<file path="src/rtl/req_gnt_pkg.sv">
// Shared types for the multi-channel request/grant handshake monitor.
package req_gnt_pkg;

    typedef enum logic {
        IDLE = 1'b0,
        WAIT = 1'b1
    } ch_state_e;

    typedef struct packed {
        logic early;
        logic timeout;
        logic spurious;
        logic drop;
    } err_flags_t;

    function automatic int lat_w(input int max);
        return $clog2(max + 1);
    endfunction

endpackage

</file>
<file path="src/rtl/req_gnt_ch_fsm.sv">
// One channel of the req/gnt monitor: handshake FSM, latency counter,
// registered error pulses and saturating pass counter.
module req_gnt_ch_fsm
    import req_gnt_pkg::*;
#(
    parameter int MIN_LAT  = 1,
    parameter int MAX_LAT  = 8,
    parameter int HOLD_REQ = 1,
    parameter int CNT_W    = 16
) (
    input  logic             clk,
    input  logic             rst_n,
    input  logic             req,
    input  logic             gnt,
    input  logic             clr,
    output logic             busy,
    output err_flags_t       err,
    output err_flags_t       err_evt,
    output logic [CNT_W-1:0] pass_cnt
);

    localparam int LW = lat_w(MAX_LAT);

    ch_state_e     state, state_nx;
    logic [LW-1:0] lat, lat_nx;
    err_flags_t    err_nx;
    logic          pass;

    always_comb begin
        state_nx = state;
        lat_nx   = lat;
        err_nx   = '0;
        pass     = 1'b0;
        unique case (state)
            IDLE: begin
                // A grant in the request cycle is never legal (|=> semantics).
                if (gnt) err_nx.spurious = 1'b1;
                if (req) begin
                    state_nx = WAIT;
                    lat_nx   = LW'(1);
                end
            end
            WAIT: begin
                if (gnt) begin
                    if (lat < LW'(MIN_LAT)) err_nx.early = 1'b1;
                    else                    pass = 1'b1;
                    // req alongside the grant opens the next transaction at once
                    if (req) begin
                        lat_nx = LW'(1);
                    end else begin
                        state_nx = IDLE;
                        lat_nx   = '0;
                    end
                end else if (HOLD_REQ != 0 && !req) begin
                    err_nx.drop = 1'b1;
                    state_nx    = IDLE;
                    lat_nx      = '0;
                end else if (lat == LW'(MAX_LAT)) begin
                    err_nx.timeout = 1'b1;
                    state_nx       = IDLE;
                    lat_nx         = '0;
                end else begin
                    lat_nx = lat + LW'(1);
                end
            end
            default: begin
                state_nx = IDLE;
                lat_nx   = '0;
            end
        endcase
    end

    always_ff @(posedge clk) begin
        if (!rst_n) begin
            state    <= IDLE;
            lat      <= '0;
            err      <= '0;
            pass_cnt <= '0;
        end else begin
            state <= state_nx;
            lat   <= lat_nx;
            err   <= err_nx;
            if (clr)
                pass_cnt <= pass ? CNT_W'(1) : '0;
            else if (pass && pass_cnt != '1)
                pass_cnt <= pass_cnt + CNT_W'(1);
        end
    end

    assign busy    = (state == WAIT);
    assign err_evt = err_nx;

`ifndef SYNTHESIS
    a_err_known: assert property (@(posedge clk) disable iff (!rst_n)
        !$isunknown(err));
    a_err_needs_busy: assert property (@(posedge clk) disable iff (!rst_n)
        (err.early || err.timeout || err.drop) |-> $past(busy));
`endif

endmodule

</file>
<file path="src/rtl/req_gnt_monitor.sv">
// Multi-channel req/gnt latency checker: per-channel FSMs plus a sticky
// error summary and packed pass counters.
module req_gnt_monitor
    import req_gnt_pkg::*;
#(
    parameter int NUM_CH   = 4,
    parameter int MIN_LAT  = 1,
    parameter int MAX_LAT  = 8,
    parameter int HOLD_REQ = 1,
    parameter int CNT_W    = 16
) (
    input  logic                    clk,
    input  logic                    rst_n,
    input  logic [NUM_CH-1:0]       req,
    input  logic [NUM_CH-1:0]       gnt,
    input  logic                    clr,
    output logic [NUM_CH-1:0]       busy,
    output logic [NUM_CH-1:0]       err_early,
    output logic [NUM_CH-1:0]       err_timeout,
    output logic [NUM_CH-1:0]       err_spurious,
    output logic [NUM_CH-1:0]       err_drop,
    output logic                    err_sticky,
    output logic [NUM_CH*CNT_W-1:0] pass_cnt
);

    logic [NUM_CH-1:0] evt_any;

    for (genvar i = 0; i < NUM_CH; i++) begin : g_ch
        err_flags_t flg, evt;

        req_gnt_ch_fsm #(
            .MIN_LAT  (MIN_LAT),
            .MAX_LAT  (MAX_LAT),
            .HOLD_REQ (HOLD_REQ),
            .CNT_W    (CNT_W)
        ) u_ch (
            .clk      (clk),
            .rst_n    (rst_n),
            .req      (req[i]),
            .gnt      (gnt[i]),
            .clr      (clr),
            .busy     (busy[i]),
            .err      (flg),
            .err_evt  (evt),
            .pass_cnt (pass_cnt[i*CNT_W +: CNT_W])
        );

        assign err_early[i]    = flg.early;
        assign err_timeout[i]  = flg.timeout;
        assign err_spurious[i] = flg.spurious;
        assign err_drop[i]     = flg.drop;
        assign evt_any[i]      = |evt;
    end

    // Built from the pre-register events so it rises with the first pulse,
    // and a clr in the same cycle as a new error still leaves it set.
    always_ff @(posedge clk) begin
        if (!rst_n)
            err_sticky <= 1'b0;
        else if (clr)
            err_sticky <= |evt_any;
        else if (|evt_any)
            err_sticky <= 1'b1;
    end

endmodule

</file>
<file path="config.mk">
export PLATFORM = sky130hd
export DESIGN_NAME = req_gnt_monitor
export DESIGN_NICKNAME = d
export VERILOG_FILES = /design/src/rtl/req_gnt_pkg.sv /design/src/rtl/req_gnt_ch_fsm.sv /design/src/rtl/req_gnt_monitor.sv
export SDC_FILE = /design/constraint.sdc
export NUM_CORES = 1
export LEC_CHECK = 0
export CAP_MARGIN = 20
export CORE_MARGIN = 1
export CORE_UTILIZATION = 60
export CTS_BUF_LIST = sky130_fd_sc_hd__clkbuf_16
export CTS_CLUSTER_DIAMETER = 200
export DETAILED_ROUTE_END_ITERATION = 8
export DONT_BUFFER_PORTS = 1
export MAX_ROUTING_LAYER = met4
export PLACE_DENSITY = 0.77
export SLEW_MARGIN = 20
export SYNTH_ARGS = -nofsm -noshare
export SYNTH_HDL_FRONTEND = slang
export SYNTH_SLANG_ARGS = --single-unit
</file>
<file path="constraint.sdc">
create_clock -name clk -period 2.8 [get_ports clk]
set_clock_uncertainty 0.05 [all_clocks]
set_input_delay 0.28 -clock clk [delete_from_list [all_inputs] [get_ports clk]]
set_output_delay 0.28 -clock clk [all_outputs]
set_load 0.005 [all_outputs]
</file>
* Word level (Yosys, flattened, before mapping)
Index checks and enable logic that the tools add are counted.
Storage, ports and cells: register bits after elaboration 101, bits of input ports 11, output and inout bits 85, word-level logic and storage cells 181
Cells by class: add/subtract/negate cells 8, $lt $le $gt $ge 4, equality and inequality tests 12, multiplexer cells 114, bitwise operators 4, reductions and logical operators 10
Operators by type and width (number):
- $mux W16 | 8
- $mux W1 | 78
- $add A16 B1 Y16 const B | 4
- $mux W4 | 16
- $ne A16 B16 Y1 const B | 4
- $pmux W4 S2 | 4
- $add A4 B1 Y4 const B | 4
- $eq A4 B4 Y1 const B | 4
- $lt A4 B1 Y1 const B | 4
- $reduce_or A16 Y1 | 1
- $reduce_bool A2 Y1 | 5
- $mux W2 | 4
- $ne A2 B2 Y1 const B | 4
- $pmux W1 S2 | 4
- $logic_and A1 B1 Y1 | 4
- $not A1 Y1 | 4

* Longest topological paths before layout
Gate-level depths: netlist of run 1.
word-level depth 8, gate-level depth with buffers 8, gate-level depth less buffers 6

* Modules after synthesis
From an unflattened synthesis of run 1, not the netlist that was laid out.
Second synthesis, totals: cells, all modules 613, area, all modules 5495.3 µm²
Modules (own cells, without submodules):
- req_gnt_ch_fsm | times used 4, cells an instance 151, area an instance 1352.5 µm², seq. area each 500.5 µm²
- req_gnt_monitor | times used 1, cells an instance 9, area an instance 85.1 µm², seq. area each 20.0 µm²

* Worst setup path after synthesis of run 1
No wires, ideal clock.
path kind flip-flop to flip-flop, from reg g_ch[0].u_ch.lat[0], to reg g_ch[0].u_ch.pass_cnt[15], setup time 135 ps, arrival 1831 ps, required time 2615 ps, setup slack 784 ps, cell stages (with the launch flop) 7, path buffers 0, clock period less this slack 2016 ps, path through dfxtp_1 -> inv_1 -> ha_1 -> nor3b_1 -> or4_2 -> o311ai_0 -> o41ai_1
On the way: word-level cells in the longest chain between the ends 6
RTL lines:
- start, declared | RTL line req_gnt_ch_fsm.sv:25 | logic [LW-1:0] lat, lat_nx;
- start signal, assigned | RTL line req_gnt_ch_fsm.sv:81 | lat <= lat_nx;
- $lt A4 B1 Y1 | RTL line req_gnt_ch_fsm.sv:45 | if (lat < LW'(MIN_LAT)) err_nx.early = 1'b1;
- $mux W1 | RTL line req_gnt_ch_fsm.sv:45
- $mux W1 | RTL line req_gnt_ch_fsm.sv:44 | if (gnt) begin
- $mux W1 | RTL line req_gnt_ch_fsm.sv:34 | unique case (state)
- $logic_and A1 B1 Y1 | RTL line req_gnt_ch_fsm.sv:85 | else if (pass && pass_cnt != '1)
- $reduce_bool A2 Y1 (no line)
- end signal, assigned | RTL line req_gnt_ch_fsm.sv:84 | pass_cnt <= pass ? CNT_W'(1) : '0;
- end signal, assigned | RTL line req_gnt_ch_fsm.sv:86 | pass_cnt <= pass_cnt + CNT_W'(1);
- end, declared | RTL line req_gnt_ch_fsm.sv:19 | output logic [CNT_W-1:0] pass_cnt
Every way passes these cells. A chain may end at the register's enable or synchronous reset.

* Worst setup path after layout of run 1
Same ends and word-level chain as after synthesis.

==> results of run 1 <==
power breakdown:
part           switching [mW]  internal (mW)
clock                   0.594          0.627
sequential             0.0176           1.45
combinational          0.0916         0.0575
cells by family after synthesis:
group | after synthesis | synth area share [%]
mux | 18 | 3.42
flops | 101 | 38.1
simple gates | 290 | 32.0
compound gates | 148 | 18.5
fa+ha+maj | 12 | 2.83
buf+inv | 65 | 4.98
xor+xnor | 1 | 0.165
per-stage QoR:
stage | std cells | hold slack [ps] | util [%] | total power [mW] | setup slack [ps]
6_report | 737 | 5.72 | 68.4 | 2.84 | 564
4_1_cts | 737 | 4.17 | 68.4 | 2.86 | 577
5_1_grt | 737 | 8.79 | 68.4 | 2.94 | 390
3_3_place_gp | 712 | 309 | 63.8 | 1.64 | 712
2_1_floorplan | 635 | 307 | - | 1.62 | 784
3_5_place_dp | 712 | 310 | 63.8 | 1.64 | 608
cells in the mapped netlist, types with 6 or more instances:
master,number
dfxtp_1,101
nand2_1,56
a21oi_1,45
nand3_1,31
clkbuf_1,27
inv_1,27
o31ai_1,25
nor2_1,23
or4_1,23
nor3_1,22
o21ai_0,22
nand2b_1,19
nand4_1,19
mux2i_1,17
and3_1,13
and2_1,12
and4_1,12
ha_1,12
nor4_1,12
a31oi_1,8
o311ai_0,8
o41ai_1,8
nor3b_1,7
and3b_1,6
nand3b_1,6
nor2b_1,6
worst max path at each step:
stage | startpoint | endpoint | slack [ps] | depth (start not counted)
final | g_ch[0].u_ch.lat[0] | g_ch[0].u_ch.pass_cnt[15] | 560 | 6
after global routing | g_ch[0].u_ch.lat[0] | g_ch[0].u_ch.pass_cnt[15] | 390 | 6
after CTS | g_ch[0].u_ch.lat[0] | g_ch[0].u_ch.pass_cnt[15] | 580 | 6
after detailed placement | g_ch[0].u_ch.lat[0] | g_ch[0].u_ch.pass_cnt[15] | 610 | 6
after global placement | g_ch[3].u_ch.pass_cnt[0] | g_ch[3].u_ch.pass_cnt[0] | 710 | 5
after floorplan | g_ch[0].u_ch.lat[0] | g_ch[0].u_ch.pass_cnt[15] | 780 | 6
metal layers:
metal	wire length [µm]	track usage, %	vias to the layer above
met4	173	11.4	0
met5	0	-	-
met2	6240	47.9	182
met3	879	4.98	16
li1	-	-	2386
met1	5250	34.5	2340
registers in the layout, summed over array words and instances (netlist names):
register,flops
g_ch.u_ch.err,16
g_ch.u_ch.busy,4
g_ch.u_ch.pass_cnt,64
g_ch.u_ch.lat,16
err_sticky,1
critical path: stages, from the launching register on:
cell and delay, ps:
dfxtp_1 400, inv_1 60, ha_1 220, nor3b_1 150, or4_2 730, o311ai_0 340, o41ai_1 150
cell type report:
type | count | area share [%]
multi-input combinational | 469 | 52.8
clock inverter | 7 | 1.16
timing repair buffer | 18 | 2.75
clock buffer | 9 | 3.93
inverter | 28 | 1.83
tap | 105 | 2.29
sequential | 101 | 35.3
==> run summary, run 1 <==
number of gates resized after cts -> 0
status -> complete, no violations
critical path peak fanout -> 5
Mapped Nets -> 658
Port Buffers -> 0
CTS tree -> yes
FMAX -> 447 MHz
row cnt -> 33
unrepaired setup endpoints after global routing -> no
crit end category -> register
worst reg-to-reg path cell count -> 6
clk_lat worst skew -> 350 ps
Max-slew headroom -> 51.9%
Final ANT Viol Nets -> 0
H-tree Lvls -> 3
first-pass GRT wire length -> 20.5 mm
Seq cells post-synth -> 101
CTS hold repair buffers -> 9
via/cell ratio -> 6.68
Reg area -> 0.00202 mm²
Total GRT Usage -> 28.8%
antenna violations before repair -> 0
drt pass-1 iters -> 5
commonest cells after routing, fill and taps aside -> dfxtp_1, nand2_1, a21oi_1
fin crit period -> 2240 ps
post-synthesis sequential area ratio -> 38.1%
LEAKAGE -> 1.89 nW
Synth Warn # -> 0
Unique masters post-synth -> 56
Layout area overhead -> 8.09%
Clock transition at path regs -> 80 ps
setup TNS -> 0 ps
Final Max Tran Viols -> 0
Sink Count -> 101
total gr overflow -> 0
area of the multi-input gates -> 0.00302 mm²
Avg Cell Area, Syn -> 8.35 µm²
largest area contributor in the netlist -> dfxtp_1
iteration-0 DRC count of the detailed router -> 250
Setup Fix Bufs, Post-CTS -> 0
DP HPWL -> 9.00 mm
Final Hold Fails -> 0
Starting Density -> 63.3%
largest net degree at the start of global routing -> 32
P per Cell Area -> 495 mW/mm²
R2R Path End -> g_ch[0].u_ch.pass_cnt[15]
maxcap violations -> 0
Worst Hold Launch -> rst_n
WS Path Type -> reg -> reg
die area -> 0.00922 mm²
Area after DPL -> 0.00535 mm²
leading register cell type out of synthesis -> dfxtp_1
worst-margin pin slew -> 715 ps
top-area cell type share of the netlist area -> 38.1%
synthesized area -> 0.00530 mm²
final setup fails -> 0
core area -> 0.00838 mm²
layout cells sized above 1 -> 6.49%
hold depth -> 2
worst r2r src -> g_ch[0].u_ch.lat[0]
final wirelength -> 12.5 mm
die width -> 96.0 µm
Area contributors post-synth -> dfxtp_1, a21oi_1, nand2_1
WL per Instance -> 17.0 µm
Boundary Pins -> 96
CP startpoint kind -> register
Root Driver -> clkbuf_16
Via Count -> 4924
Worst EP arrival -> 2400 ps
routability cong. -> 0.929
Max VDD drop -> 0.274 mV
Antenna Cells -> 0
DIE HEIGHT -> 96.0 µm
most common cell after layout, fill and taps aside -> dfxtp_1
vias in the first global route -> 4521
Layout fillers -> 671
Mapped Cells -> 635
CTS Buffer Depth -> 2
CTS buffer count -> 9
Synth async-reset ratio -> 0%
Worst Path Required -> 2970 ps
fin nets -> 650
R2R setup slack -> 560 ps
Hold EP -> g_ch[0].u_ch.busy
Final Cell Area -> 0.00573 mm²
worst hold path class -> in -> reg
final period utilization -> 79.9%
# DRC -> 0
EDFF count, synth -> 0
(Power assumes the default switching activity.)
==> run 2, diff against run 1 <==
Settings changed: ABC_AREA set to 1.
Clock period 2.8 ns to 2.1 ns, I/O delays scaled along.
==> run summary, run 2 <==
Mapped Nets -> 851
most frequently used cell type in the post-synthesis netlist -> nand2_1
worst r2r src -> g_ch[2].u_ch.pass_cnt[0]
Boundary Pins -> 96
setup TNS -> 0 ps
LEAKAGE -> 2.40 nW
DP HPWL -> 8.20 mm
clk_lat worst skew -> 330 ps
iteration-0 DRC count of the detailed router -> 204
Layout fillers -> 737
largest net degree at the start of global routing -> 39
Final Max Tran Viols -> 0
largest area contributor in the netlist -> dfxtp_1
R2R setup slack -> 240 ps
P per Cell Area -> 652 mW/mm²
final period utilization -> 88.6%
status -> complete, no violations
Reg area -> 0.00202 mm²
CTS tree -> yes
worst hold path class -> in -> reg
die area -> 0.00925 mm²
layout cells sized above 1 -> 6.64%
final setup fails -> 0
Top delay family on crit path -> compound AO/OA/AOI/OAI gates
antenna violations before repair -> 0
Starting Density -> 63.5%
setup ws final -> 240 ps
critical path peak fanout -> 13
Total GRT Usage -> 27.4%
Unique masters post-synth -> 36
Worst path most repeated cell -> inv_2
WS Path Type -> reg -> reg
peak per-stage delay on the critical path -> 410 ps
maxcap violations -> 0
Worst EP arrival -> 2040 ps
commonest cells after routing, fill and taps aside -> nand2_1, nor2_1, inv_1, dfxtp_1, nand3_1
unrepaired setup endpoints after global routing -> no
first-pass GRT wire length -> 19.3 mm
Avg Cell Area, Syn -> 6.43 µm²
Seq cells post-synth -> 101
Synth top cells by count -> nand2_1, nor2_1, dfxtp_1, inv_1, nand3_1
drt pass-1 iters -> 5
Area contributors post-synth -> dfxtp_1, nand2_1, nor2_1
Via Count -> 4972
# DRC -> 0
fin nets -> 862
EDFF count, synth -> 0
Layout area overhead -> 9.22%
CTS Buffer Depth -> 2
CTS buffer count -> 9
Antenna Cells -> 0
area of the multi-input gates -> 0.00277 mm²
FMAX -> 538 MHz
hold depth -> 3
Largest regs -> g_ch.u_ch.pass_cnt (64), g_ch.u_ch.err (16), g_ch.u_ch.lat (16)
Post-Place Setup Slack -> 204 ps
Worst Path Required -> 2280 ps
clock power share -> 43.2%
worst-margin pin slew -> 453 ps
Hold EP -> g_ch[2].u_ch.lat[0]
core area -> 0.00838 mm²
Sink Count -> 101
DIE HEIGHT -> 96.2 µm
synthesized area -> 0.00532 mm²
NetSw -> 868 µW
Synth Warn # -> 0
Gate power share -> 5.0%
routability cong. -> 0.806
Max VDD drop -> 0.509 mV
Port Buffers -> 0
worst reg-to-reg path cell count -> 8
Root Driver -> clkbuf_16
max FFs per register -> 64
Final Non-Filler Cells -> 948
Mapped Cells -> 828
worst path buffer plus inverter count -> 2
R2R Path End -> g_ch[2].u_ch.pass_cnt[13]
Total Power -> 3.79 mW
leading register cell type out of synthesis -> dfxtp_1
CP max-delay cell -> dfxtp_1
crit path launch -> g_ch[2].u_ch.pass_cnt[0]
most common cell after layout, fill and taps aside -> nand2_1
critical path, cell by cell -> ha_1, inv_2, nor2_8, nand2_4, o21ai_4, inv_2, a21oi_1, nor2_1
post-synthesis sequential area ratio -> 38.0%
Synth async-reset ratio -> 0%
sequential fraction of design power -> 51.8%
vias in the first global route -> 4564
Cell Int Power -> 2.92 mW
Max-slew headroom -> 69.7%
row cnt -> 33
Worst Hold Launch -> gnt[2]
WL per Instance -> 12.4 µm
H-tree Lvls -> 3
via/cell ratio -> 5.24
net switching fraction of the power -> 22.9%
final wirelength -> 11.8 mm
fin crit period -> 1860 ps
crit end category -> register
top-area cell type share of the netlist area -> 38.0%
Final Hold Fails -> 0
total gr overflow -> 0
Most flops, register -> g_ch.u_ch.pass_cnt
CP startpoint kind -> register
placed cells -> 922
Setup Fix Bufs, Post-CTS -> 0
Final ANT Viol Nets -> 0
Clock transition at path regs -> 70 ps
die width -> 96.2 µm
-- run 2: changes by cell type after synthesis, moves of 14 or more --
cell      previous run  this run
nand2_1             56       237
nor2_1              23       173
inv_1               27       101
o31ai_1             25         0
or4_1               23         0
nand3_1             31        53
clkbuf_1            27         6
nand2b_1            19         0
mux2i_1             17         0
nand4_1             19         5
-- run 2: cell type report --
cell class | instances | area share (%)
well taps | 105 | 2.26
flip-flops and latches | 101 | 34.8
multi-input cells | 597 | 47.7
inverters | 108 | 6.98
clock buffers | 9 | 3.88
repair buffers | 22 | 3.32
clock inverters | 6 | 1.10
-- run 2: kinds of logic (layout without fill, tap and decap cells) --
group | Yosys count | in the layout | synth area share [%]
and+or+nand+nor | 511 | 511 | 40.3
xor gates and xnor gates | 9 | 9 | 1.48
DFF | 101 | 101 | 38.0
AOI/OAI and AO/OA | 65 | 65 | 7.20
adders and majority gates | 12 | 12 | 2.82
buffers and inverters | 130 | 145 | 10.2
-- run 2: worst max path at each step --
stage          cells past startpoint                   endpoint  slack [ps]
4_1_cts                           10  g_ch[0].u_ch.pass_cnt[11]         190
3_3_place_gp                       8  g_ch[2].u_ch.pass_cnt[14]         310
6_report                           8  g_ch[2].u_ch.pass_cnt[13]         240
2_1_floorplan                      9  g_ch[2].u_ch.pass_cnt[13]         490
5_1_grt                           11  g_ch[3].u_ch.pass_cnt[12]          70
3_5_place_dp                      10  g_ch[0].u_ch.pass_cnt[11]         200
-- run 2: layer usage --
| metal | GRT usage [%] | share of wire (%) | vias up |
|---|---|---|---|
| met2 | 47.6 | 48 | 129 |
| met1 | 31.8 | 44 | 2256 |
| met3 | 4.82 | 6.0 | 16 |
| met5 | - | 0 | - |
| met4 | 8.96 | 1.8 | 0 |
| li1 | - | - | 2571 |
-- run 2: metrics by stage --
step                hold slack, ps  util [%]  cell area [µm²]
floorplan                      239         -             5320
global placement               242      64.5             5410
detailed placement             245      64.5             5410
CTS                           10.1      69.3             5810
global route                  27.5      69.3             5810
finish                        18.2      69.3             5810
-- run 2: power by group through the flow --
stage,combinational (mW),clock (mW),sequential [mW]
2_1_floorplan,0.142,0,2.00
3_3_place_gp,0.161,0,2.00
3_5_place_dp,0.166,0,2.00
4_1_cts,0.190,1.67,1.96
5_1_grt,0.218,1.73,1.96
6_report,0.191,1.64,1.96
-- run 2: repair_timing --
| item | CTS | global route |
|---|---|---|
| endpoints found under the hold margin | 22 | 0 |
| resized for setup | 0 | 1 |
| hold buffers | 11 | 0 |
| setup endpoints to repair | 0 | 8 |
-- run 2: worst register-to-register path, delay by kind of cell (launching register included) --
kind	cells	cell delay (ps)
AOI/OAI and AO/OA	2	480
DFF	1	410
adders and majority gates	1	220
and+or+nand+nor	3	290
buffers and inverters	2	290
==> run 3, diff against run 2 <==
Settings changed: REMOVE_ABC_BUFFERS set to 1.
==> run summary, run 3 (same netlist as run 2, synthesis figures left out) <==
WS Path Type -> reg -> reg
Final Hold Fails -> 0
row cnt -> 33
largest net degree at the start of global routing -> 58
total gr overflow -> 0
CTS Buffer Depth -> 2
LEAKAGE -> 2.38 nW
CP max-delay cell -> dlygate4sd3_1
Worst EP arrival -> 2150 ps
critical path peak fanout -> 3
Sink Count -> 101
Boundary Pins -> 96
final period utilization -> 91.4%
routability cong. -> 0.888
final setup fails -> 0
die area -> 0.00925 mm²
Total GRT Usage -> 27.0%
commonest cells after routing, fill and taps aside -> nand2_1, nor2_1, inv_1
antenna violations before repair -> 0
layout cells sized above 1 -> 6.43%
Total Power -> 3.73 mW
Via Count -> 4941
Layout fillers -> 763
worst-margin pin slew -> 432 ps
fin nets -> 858
peak per-stage delay on the critical path -> 570 ps
Final Max Tran Viols -> 0
Antenna Cells -> 0
maxcap violations -> 0
max FFs per register -> 64
Clock transition at path regs -> 70 ps
Final Cell Area -> 0.00578 mm²
final core area utilization -> 69.0%
first-pass GRT wire length -> 19.2 mm
Largest regs -> g_ch.u_ch.pass_cnt (64), g_ch.u_ch.err (16), g_ch.u_ch.lat (16)
clk_lat worst skew -> 340 ps
Layout area overhead -> 8.63%
via/cell ratio -> 5.23
Starting Density -> 63.5%
Reg area -> 0.00202 mm²
status -> complete, no violations
worst hold path class -> in -> reg
WL per Instance -> 12.2 µm
unrepaired setup endpoints after global routing -> no
P per Cell Area -> 645 mW/mm²
# DRC -> 0
area of the multi-input gates -> 0.00277 mm²
Final Non-Filler Cells -> 945
FMAX -> 521 MHz
Port Buffers -> 0
most common cell after layout, fill and taps aside -> nand2_1
Most flops, register -> g_ch.u_ch.pass_cnt
Max-slew headroom -> 71.2%
Area after DPL -> 0.00540 mm²
drt pass-1 iters -> 5
die width -> 96.2 µm
placed cells -> 919
Max VDD drop -> 0.464 mV
worst path buffer plus inverter count -> 3
core area -> 0.00838 mm²
Root Driver -> clkbuf_16
vias in the first global route -> 4475
critical path, cell by cell -> inv_1, ha_1, inv_1, nor2_1, nand2_1, nand3_1, o21ai_1, nand2_1, dlygate4sd3_1, a21oi_1
CP startpoint kind -> register
Top delay family on crit path -> buffers and inverters
DIE HEIGHT -> 96.2 µm
CTS tree -> yes
worst hold margin -> 6.22 ps
DP HPWL -> 8.15 mm
crit end category -> register
H-tree Lvls -> 3
fin crit period -> 1920 ps
iteration-0 DRC count of the detailed router -> 257
Worst Path Required -> 2330 ps
final wirelength -> 11.5 mm
Final ANT Viol Nets -> 0
CTS buffer count -> 9
-- run 3: area by class of cell --
cell class,instances,area share [%]
flip-flops and latches,101,35.0
clock inverters,7,0.996
clock buffers,9,3.90
repair buffers,18,2.99
multi-input cells,597,47.8
well taps,105,2.27
inverters,108,7.01
-- run 3: where the power goes --
part | total (mW) | internal (mW) | switching [mW] | leakage [nW]
combinational | 0.187 | 0.0656 | 0.121 | 1.43
sequential | 1.96 | 1.94 | 0.0257 | 0.818
clock | 1.58 | 0.821 | 0.757 | 0.140
-- run 3: routing by layer --
metal  GRT usage, %  wire length (µm)
met4           6.47                97
met2           44.4              5270
met5              -                 0
met3           8.93               838
met1           31.7              5320
-- run 3: worst paths after layout --
| path | start | to | slack, ps | cells past startpoint |
|---|---|---|---|---|
| min reg2reg | g_ch[0].u_ch.lat[3] | g_ch[0].u_ch.lat[3] | 440 | 2 |
| max reg2reg | g_ch[2].u_ch.lat[0] | g_ch[2].u_ch.lat[0] | 180 | 10 |
| min | gnt[2] | g_ch[2].u_ch.err[3] | 6 | 2 |
| max | g_ch[2].u_ch.lat[0] | g_ch[2].u_ch.lat[0] | 180 | 10 |
-- run 3: through the flow --
step	setup slack [ps]	TNS, ps
6_report	180	0
3_5_place_dp	324	0
4_1_cts	181	0
3_3_place_gp	358	0
5_1_grt	20.0	0
2_1_floorplan	-815	-35270
-- run 3: timing repair --
item | 4_1_cts | 5_1_grt
endpoints found under the hold margin | 21 | 0
buffers inserted | 0 | 0
hold buffers | 10 | 0
endpoints found under the setup margin | 0 | 1
gates resized for setup | 0 | 1
